`src/rtl/coefficient_load_controller.sv`:
```
// coefficient_load_controller
// Streams a signed coefficient set from a synchronous store (1-cycle read
// latency) into the FIR coefficient shift register, one value per clock.
// It gates the filter's sample path while a load is running and pulses
// filterSetFlag once the full set has been shifted in.
module coefficient_load_controller #(
    parameter int LENGTH     = 20,
    parameter int DATA_WIDTH = 8,
    parameter int ADDR_WIDTH = (LENGTH > 1) ? $clog2(LENGTH) : 1
) (
    input  logic                         clock,
    input  logic                         resetN,
    input  logic                         loadRequest,
    output logic [ADDR_WIDTH-1:0]        coeffReadAddress,
    input  logic signed [DATA_WIDTH-1:0] coeffReadData,
    output logic signed [DATA_WIDTH-1:0] coefficientOut,
    output logic                         coefficientValid,
    output logic                         filterBusy,
    output logic                         filterSetFlag,
    output logic                         dataEnable
);

    typedef enum logic [2:0] {
        IDLE,
        FETCH,
        DRAIN,
        DONE,
        RUN
    } state_t;

    localparam logic [ADDR_WIDTH-1:0] LAST_ADDR = ADDR_WIDTH'(LENGTH - 1);

    state_t state;
    logic   drain_count;   // counts the two flush cycles after the last address
    logic   fetch_d1;      // fetch-in-progress, aligned with store read data

    // Load sequencer: walks the store addresses and drives the registered
    // status outputs from the state being entered.
    always_ff @(posedge clock or negedge resetN) begin
        if (!resetN) begin
            state            <= IDLE;
            coeffReadAddress <= '0;
            drain_count      <= 1'b0;
            filterBusy       <= 1'b0;
            filterSetFlag    <= 1'b0;
            dataEnable       <= 1'b0;
        end else begin
            // NOTE: state registers use non-blocking assignments so every
            // branch sees the pre-edge values, independent of statement order.
            filterSetFlag <= 1'b0;
            case (state)
                IDLE: begin
                    dataEnable <= 1'b0;
                    if (loadRequest) begin
                        state            <= FETCH;
                        coeffReadAddress <= '0;
                        filterBusy       <= 1'b1;
                    end
                end
                FETCH: begin
                    // Stop on the last address so the counter never wraps.
                    if (coeffReadAddress == LAST_ADDR) begin
                        state            <= DRAIN;
                        coeffReadAddress <= '0;
                        drain_count      <= 1'b0;
                    end else begin
                        coeffReadAddress <= coeffReadAddress + ADDR_WIDTH'(1);
                    end
                end
                DRAIN: begin
                    // Two cycles: one for the store latency, one for the output register.
                    if (drain_count) begin
                        state         <= DONE;
                        filterBusy    <= 1'b0;
                        filterSetFlag <= 1'b1;
                        dataEnable    <= 1'b1;
                    end else begin
                        drain_count <= 1'b1;
                    end
                end
                DONE: begin
                    state <= RUN;
                end
                RUN: begin
                    // Requests arriving mid-load are dropped; only IDLE/RUN listen.
                    if (loadRequest) begin
                        state            <= FETCH;
                        coeffReadAddress <= '0;
                        filterBusy       <= 1'b1;
                        dataEnable       <= 1'b0;
                    end
                end
                default: begin
                    state <= IDLE;
                end
            endcase
        end
    end

    // Output pipeline: delays the fetch marker by two cycles to line up with
    // the registered store data, and holds the last coefficient between loads.
    always_ff @(posedge clock or negedge resetN) begin
        if (!resetN) begin
            fetch_d1         <= 1'b0;
            coefficientValid <= 1'b0;
            coefficientOut   <= '0;
        end else begin
            fetch_d1         <= (state == FETCH);
            coefficientValid <= fetch_d1;
            if (fetch_d1) begin
                coefficientOut <= coeffReadData;
            end
        end
    end

endmodule

```
`config.mk`:
```
export PLATFORM = sky130hd
export DESIGN_NAME = coefficient_load_controller
export DESIGN_NICKNAME = d
export VERILOG_FILES = /design/src/rtl/coefficient_load_controller.sv
export SDC_FILE = /design/constraint.sdc
export NUM_CORES = 1
export LEC_CHECK = 0
export BUFFER_PORTS_ARGS = -buffer_cell sky130_fd_sc_hd__buf_2
export CAP_MARGIN = 20
export CORE_UTILIZATION = 30
export CTS_BUF_LIST = sky130_fd_sc_hd__clkbuf_4 sky130_fd_sc_hd__clkbuf_8
export DETAILED_ROUTE_END_ITERATION = 10
export MAX_ROUTING_LAYER = met4
export PLACE_DENSITY = 0.48
export SLEW_MARGIN = 20
export SYNTH_ARGS = -nofsm -noshare
export SYNTH_HDL_FRONTEND = slang
export SYNTH_SLANG_ARGS = --single-unit
```
`constraint.sdc`:
```
create_clock -name clock -period 1.7 [get_ports clock]
set_input_delay 0.17 -clock clock [delete_from_list [all_inputs] [get_ports clock]]
set_output_delay 0.17 -clock clock [all_outputs]
set_load 0.1 [all_outputs]
```
==> flow_metrics.env, run 1 <==
export IMPL_path_class="reg -> out"
export IMPL_cp_max_fo=7
export IMPL_hpwl_mm=1.28
export IMPL_setup_viol=0
export IMPL_maxCapViolCount=0
export IMPL_endpoint_kind="primary output"
export IMPL_fp_coreArea_mm2=0.00308
export IMPL_clock_skew_final_ns=0.00341
export IMPL_dp_cells=147
export IMPL_fin_nets=121
export IMPL_vias=689
export IMPL_routabilityCongestion=0.764
export IMPL_overflow=0
export IMPL_critPathSlowestCell="dfrtp_1"
export IMPL_cts_sinks=22
export IMPL_relSlewSlack_pct=66.9
export IMPL_drc=0
export IMPL_ys_seq_area_share_pct=55.7
export IMPL_antenna_found_initial=0
export IMPL_crit_arrival_ns=1.25
export IMPL_avgSynthCellArea_um2=12.5
export IMPL_cts_buffer_depth=2
export IMPL_drive_gt1_share_pct=40.7
export IMPL_fmax_mhz=702
export IMPL_root_buffer="clkbuf_4"
export IMPL_start_util_pct=32.1
export IMPL_ys_types=29
export IMPL_grt_usage_pct=12.0
export IMPL_ys_warnings_count=0
export IMPL_die_area_mm2=0.00353
export IMPL_wire_per_inst_um=11.8
export IMPL_drt_iter0_markers=8
export IMPL_ioPinCount=28
export IMPL_antennaDiodeCount=0
export IMPL_mappedNetlistArea_um2=988
export IMPL_slew_violations=0
export IMPL_finalCritPeriodShare_pct=83.8
export IMPL_htree_levels=1
export IMPL_cp_cell_sequence="buf_2"
export IMPL_grt_max_degree=23
export IMPL_cts_setup_buffers=0
export IMPL_reg2regPathDepth=3
export IMPL_synth_seq_cells=22
export IMPL_place_area_mm2=0.00116
export IMPL_numPortBuffers=27
export IMPL_syn_inst=79
export IMPL_fin_setup_tns_ns=0
export IMPL_num_fill_cells=308
export IMPL_grt_pass1_vias=640
export IMPL_final_hold_viol_count=0
export IMPL_multi_input_area_um2=405
export IMPL_worst_path_buf_inv=1
export IMPL_wl_mm=1.80
export IMPL_clkSlewWorstSetupHoldPaths_ns=0.12
export IMPL_status="finished clean"
export IMPL_fin_area_mm2=0.00122
export IMPL_ant_nets=0
export IMPL_final_critical_path_setup_slack_ns=0.276
export IMPL_grt_pass1_wl_mm=2.97
export IMPL_cts_made_buffers=3
export IMPL_period_minus_slack_ns=1.42
export IMPL_cts_resized=0
export IMPL_worstHoldPathType="in -> reg"
export IMPL_area_growth_syn_to_layout_pct=23.7
export IMPL_first_pass_iters=4
export IMPL_die_w_um=59.4
export IMPL_crit_family="flip-flops"
export IMPL_worstPathRequired_ns=1.53
export IMPL_vias_per_cell=4.53
export IMPL_rsz0062_at_grt="no"
export IMPL_die_height_um=59.4
export IMPL_insertion_delay_ns=0.31
export IMPL_seqCellArea_um2=553
export IMPL_worstMarginPinSlew_ns=0.496
export IMPL_cts_tree="yes"
export IMPL_cp_num_cells=1
export IMPL_instances_no_fill=152
export IMPL_start_kind="flip-flop"
export IMPL_rows=20
export IMPL_slowest_delay_ns=0.48
export IMPL_hold_path_depth=2
export IMPL_syn_nets=91
export IMPL_pre_cts_slack_ns=0.399
export IMPL_postCtsHoldBufs=1
[per-stage QoR]
step           hold WS [ns]  util [%]
2_1_floorplan        -0.126         -
6_report             0.0858      39.7
5_1_grt              0.0486      39.7
3_3_place_gp          0.170      37.7
3_5_place_dp          0.171      37.7
4_1_cts              0.0667      39.7
[cell type report]
class	count	area share, %
tap	44	4.50
timing repair buffer	28	11.9
clock inverter	1	2.46
multi-input combinational	51	33.2
inverter	3	0.921
sequential	22	45.2
clock buffer	3	1.84
[state kept, by name (all words and copies together) (netlist names)]
name,count
coefficientOut,8
coeffReadAddress,5
state,3
coefficientValid,1
dataEnable,1
drain_count,1
fetch_d1,1
filterBusy,1
filterSetFlag,1
[cell usage in the layout (no fill, tap or decap), types with 2 or more instances in the layout]
master    synthesis  final
nand2b_1          3      3
mux2_2            8      8
buf_2             2     27
nor2_1            3      3
a21oi_1           5      5
o211ai_1          3      3
dfrtp_1          22     20
dfrtp_2           0      2
nor2b_1           5      5
a22o_1            2      2
o21ai_0           4      4
inv_1             3      3
clkbuf_4          0      3
nand2b_4          2      2
[routing by layer]
metal,track usage [%],vias to the layer above,wire (um)
li1,-,344,-
met1,14.5,321,893
met2,18.8,24,794
met3,4.59,0,109
met4,3.06,0,0
met5,-,-,0
[cells by family after synthesis]
group | count (synthesis) | synth area share, %
compound gates | 20 | 13.8
simple gates | 20 | 14.9
mux | 9 | 10.1
xor+xnor | 1 | 0.886
fa+ha+maj | 1 | 1.27
buf+inv | 6 | 3.29
flops | 22 | 55.7
[cell usage after synthesis (all sizes together)]
master / number / area share (%)
nor3b: 1 / 1.9
buf: 3 / 2.2
a21oi: 5 / 2.5
xor2: 1 / 0.89
o21ai: 4 / 2.0
a21o: 1 / 0.76
o22ai: 1 / 0.63
nor2b: 5 / 3.2
inv: 3 / 1.1
nand2: 1 / 0.38
nor4: 1 / 0.63
nand4bb: 1 / 1.1
mux2i: 1 / 1.0
and3b: 1 / 0.89
mux2: 8 / 9.1
nor2: 3 / 1.1
o2bb2ai: 1 / 0.89
a221o: 1 / 1.0
a22o: 2 / 1.8
dfrtp: 22 / 56
nor3: 1 / 0.51
o211ai: 3 / 2.3
nand2b: 5 / 4.7
nand3: 1 / 0.51
a2bb2o: 1 / 1.0
ha: 1 / 1.3
a2bb2oi: 1 / 0.89
[final timing paths]
| check | startpoint | to | slack, ns |
|---|---|---|---|
| worst min-delay path | coeffReadData[0] | coefficientOut[0] | 0.09 |
| worst max-delay path | coeffReadAddress[2] | coeffReadAddress[2] | 0.28 |
| max in group asynchronous | resetN | coeffReadAddress[1] | 1.00 |
| worst max register to register | state[0] | coeffReadAddress[2] | 0.39 |
| worst min register to register | coefficientOut[1] | coefficientOut[1] | 0.51 |
| min in group asynchronous | resetN | state[1] | 0.34 |
Power of run 1 is left out: the tool's default activity adds up to more than one toggle a clock period on the data nets, which glitch-free logic cannot reach.
==> run 2: changes to the inputs <==
--- a/config.mk
+++ b/config.mk
@@ -11,7 +11,7 @@
 export CTS_BUF_LIST = sky130_fd_sc_hd__clkbuf_4 sky130_fd_sc_hd__clkbuf_8
 export DETAILED_ROUTE_END_ITERATION = 10
 export MAX_ROUTING_LAYER = met4
-export PLACE_DENSITY = 0.48
+export PLACE_DENSITY = 0.5
 export SLEW_MARGIN = 20
 export SYNTH_ARGS = -nofsm -noshare
 export SYNTH_HDL_FRONTEND = slang
==> constraint.sdc (replaced) <==
create_clock -name clock -period 1.2 [get_ports clock]
set_input_delay 0.12 -clock clock [delete_from_list [all_inputs] [get_ports clock]]
set_output_delay 0.12 -clock clock [all_outputs]
set_load 0.1 [all_outputs]
==> flow_metrics.env, run 2 (synthesis gave the netlist of run 1 again) <==
export IMPL_status="complete, but fails checks"
export IMPL_violations="negative setup slack"
export IMPL_path_class="reg -> reg"
export IMPL_first_pass_iters=3
export IMPL_reg2reg_slack_ns=-0.03
export IMPL_layout_commonest_cell="buf_4"
export IMPL_die_w_um=59.4
export IMPL_fmax_mhz=814
export IMPL_die_height_um=59.4
export IMPL_antenna_found_initial=0
export IMPL_rows=20
export IMPL_fin_nets=133
export IMPL_root_buffer="clkbuf_4"
export IMPL_dp_cells=155
export IMPL_start_kind="flip-flop"
export IMPL_utilization_pct=49.2
export IMPL_place_area_mm2=0.00137
export IMPL_ioPinCount=28
export IMPL_overflow=0
export IMPL_vias=743
export IMPL_cts_tree="yes"
export IMPL_routabilityCongestion=0.778
export IMPL_fin_area_mm2=0.00152
export IMPL_hold_slack_ns=0.0385
export IMPL_clock_skew_final_ns=0.00275
export IMPL_wire_per_inst_um=11.7
export IMPL_cts_buffer_depth=2
export IMPL_drt_iter0_markers=26
export IMPL_drive_gt1_share_pct=60.8
export IMPL_finalCritPeriodShare_pct=102
export IMPL_grt_pass1_wl_mm=3.30
export IMPL_largest_register="coefficientOut"
export IMPL_htree_levels=1
export IMPL_largest_reg_flops=8
export IMPL_final_cell_mix="16 x buf_4, 14 x dfrtp_2, 10 x buf_2"
export IMPL_num_fill_cells=282
export IMPL_cp_max_fo=3
export IMPL_grt_max_degree=23
export IMPL_fp_coreArea_mm2=0.00308
export IMPL_crit_arrival_ns=1.43
export IMPL_drc=0
export IMPL_endpoint_kind="flip-flop"
export IMPL_clkSlewWorstSetupHoldPaths_ns=0.12
export IMPL_cts_made_buffers=3
export IMPL_numPortBuffers=27
export IMPL_ant_nets=0
export IMPL_grt_pass1_vias=738
export IMPL_relSlewSlack_pct=67.7
export IMPL_die_area_mm2=0.00353
export IMPL_slew_violations=0
export IMPL_final_hold_viol_count=0
export IMPL_worstMarginPinSlew_ns=0.484
export IMPL_maxCapViolCount=0
export IMPL_vias_per_cell=4.53
export IMPL_seqCellArea_um2=576
export IMPL_grt_usage_pct=12.9
export IMPL_period_minus_slack_ns=1.23
export IMPL_cts_sinks=22
export IMPL_start_util_pct=32.1
export IMPL_insertion_delay_ns=0.30
export IMPL_wl_mm=1.92
export IMPL_instances_no_fill=164
export IMPL_multi_input_area_um2=424
export IMPL_antennaDiodeCount=0
export IMPL_setup_viol=5
export IMPL_hpwl_mm=1.41
export IMPL_largest_registers="coefficientOut: 8 flops, coeffReadAddress: 5 flops, state: 3 flops"
export IMPL_worstHoldPathType="in -> reg"
export IMPL_area_growth_syn_to_layout_pct=53.3
export IMPL_final_critical_path_setup_slack_ns=-0.0285
export IMPL_rsz0062_at_grt="yes"
export IMPL_worstPathRequired_ns=1.40
run 2: cell types whose count changed in the layout (fill, tap and decap cells not counted), sizes merged:
cell  delta
buf     +12
run 2: final timing paths:
kind | from | end | cells after the start
setup / recovery | coeffReadAddress[0] | coeffReadAddress[2] | 4
hold / removal | coeffReadData[6] | coefficientOut[6] | 2
setup reg to reg | coeffReadAddress[0] | coeffReadAddress[2] | 4
hold reg to reg | coefficientOut[5] | coefficientOut[5] | 1
max in group asynchronous | resetN | coeffReadAddress[0] | 2
min in group asynchronous | resetN | coefficientOut[1] | 2
run 2: stage by stage:
stage / setup WS [ns] / setup TNS, ns
final: -0.0285 / -0.0884
after global routing: -0.0872 / -0.579
after CTS: -0.0446 / -0.145
after detailed placement: -0.0541 / -0.100
after global placement: -0.00542 / -0.00542
after floorplan: -0.225 / -0.792
run 2: layout make-up:
cell class | count | share of cell area (%)
clock buffer | 3 | 1.49
clock inverter | 1 | 1.98
inverter | 3 | 0.743
multi-input combinational | 51 | 28.0
sequential | 22 | 38.0
tap | 44 | 3.63
timing repair buffer | 40 | 26.2
run 2: repair_timing:
action                                 CTS  global route
setup endpoints to repair               16            12
pin swaps                                2             1
buffers inserted                         3             1
resized for setup                       13             3
hold buffers                             1             0
endpoints found under the hold margin   22             0
run 2: metal layers:
metal	GRT usage (%)	routed length, um
met5	-	0
met4	2.04	14
met3	4.80	151
met2	20.1	886
met1	16.3	872
run 2: critical path, stage by stage (launching register included):
cell	delay, ns
dfrtp_4	0.45
ha_4	0.14
inv_2	0.04
a221o_1	0.31
a22o_1	0.18
Power of run 2 is left out for the same reason.
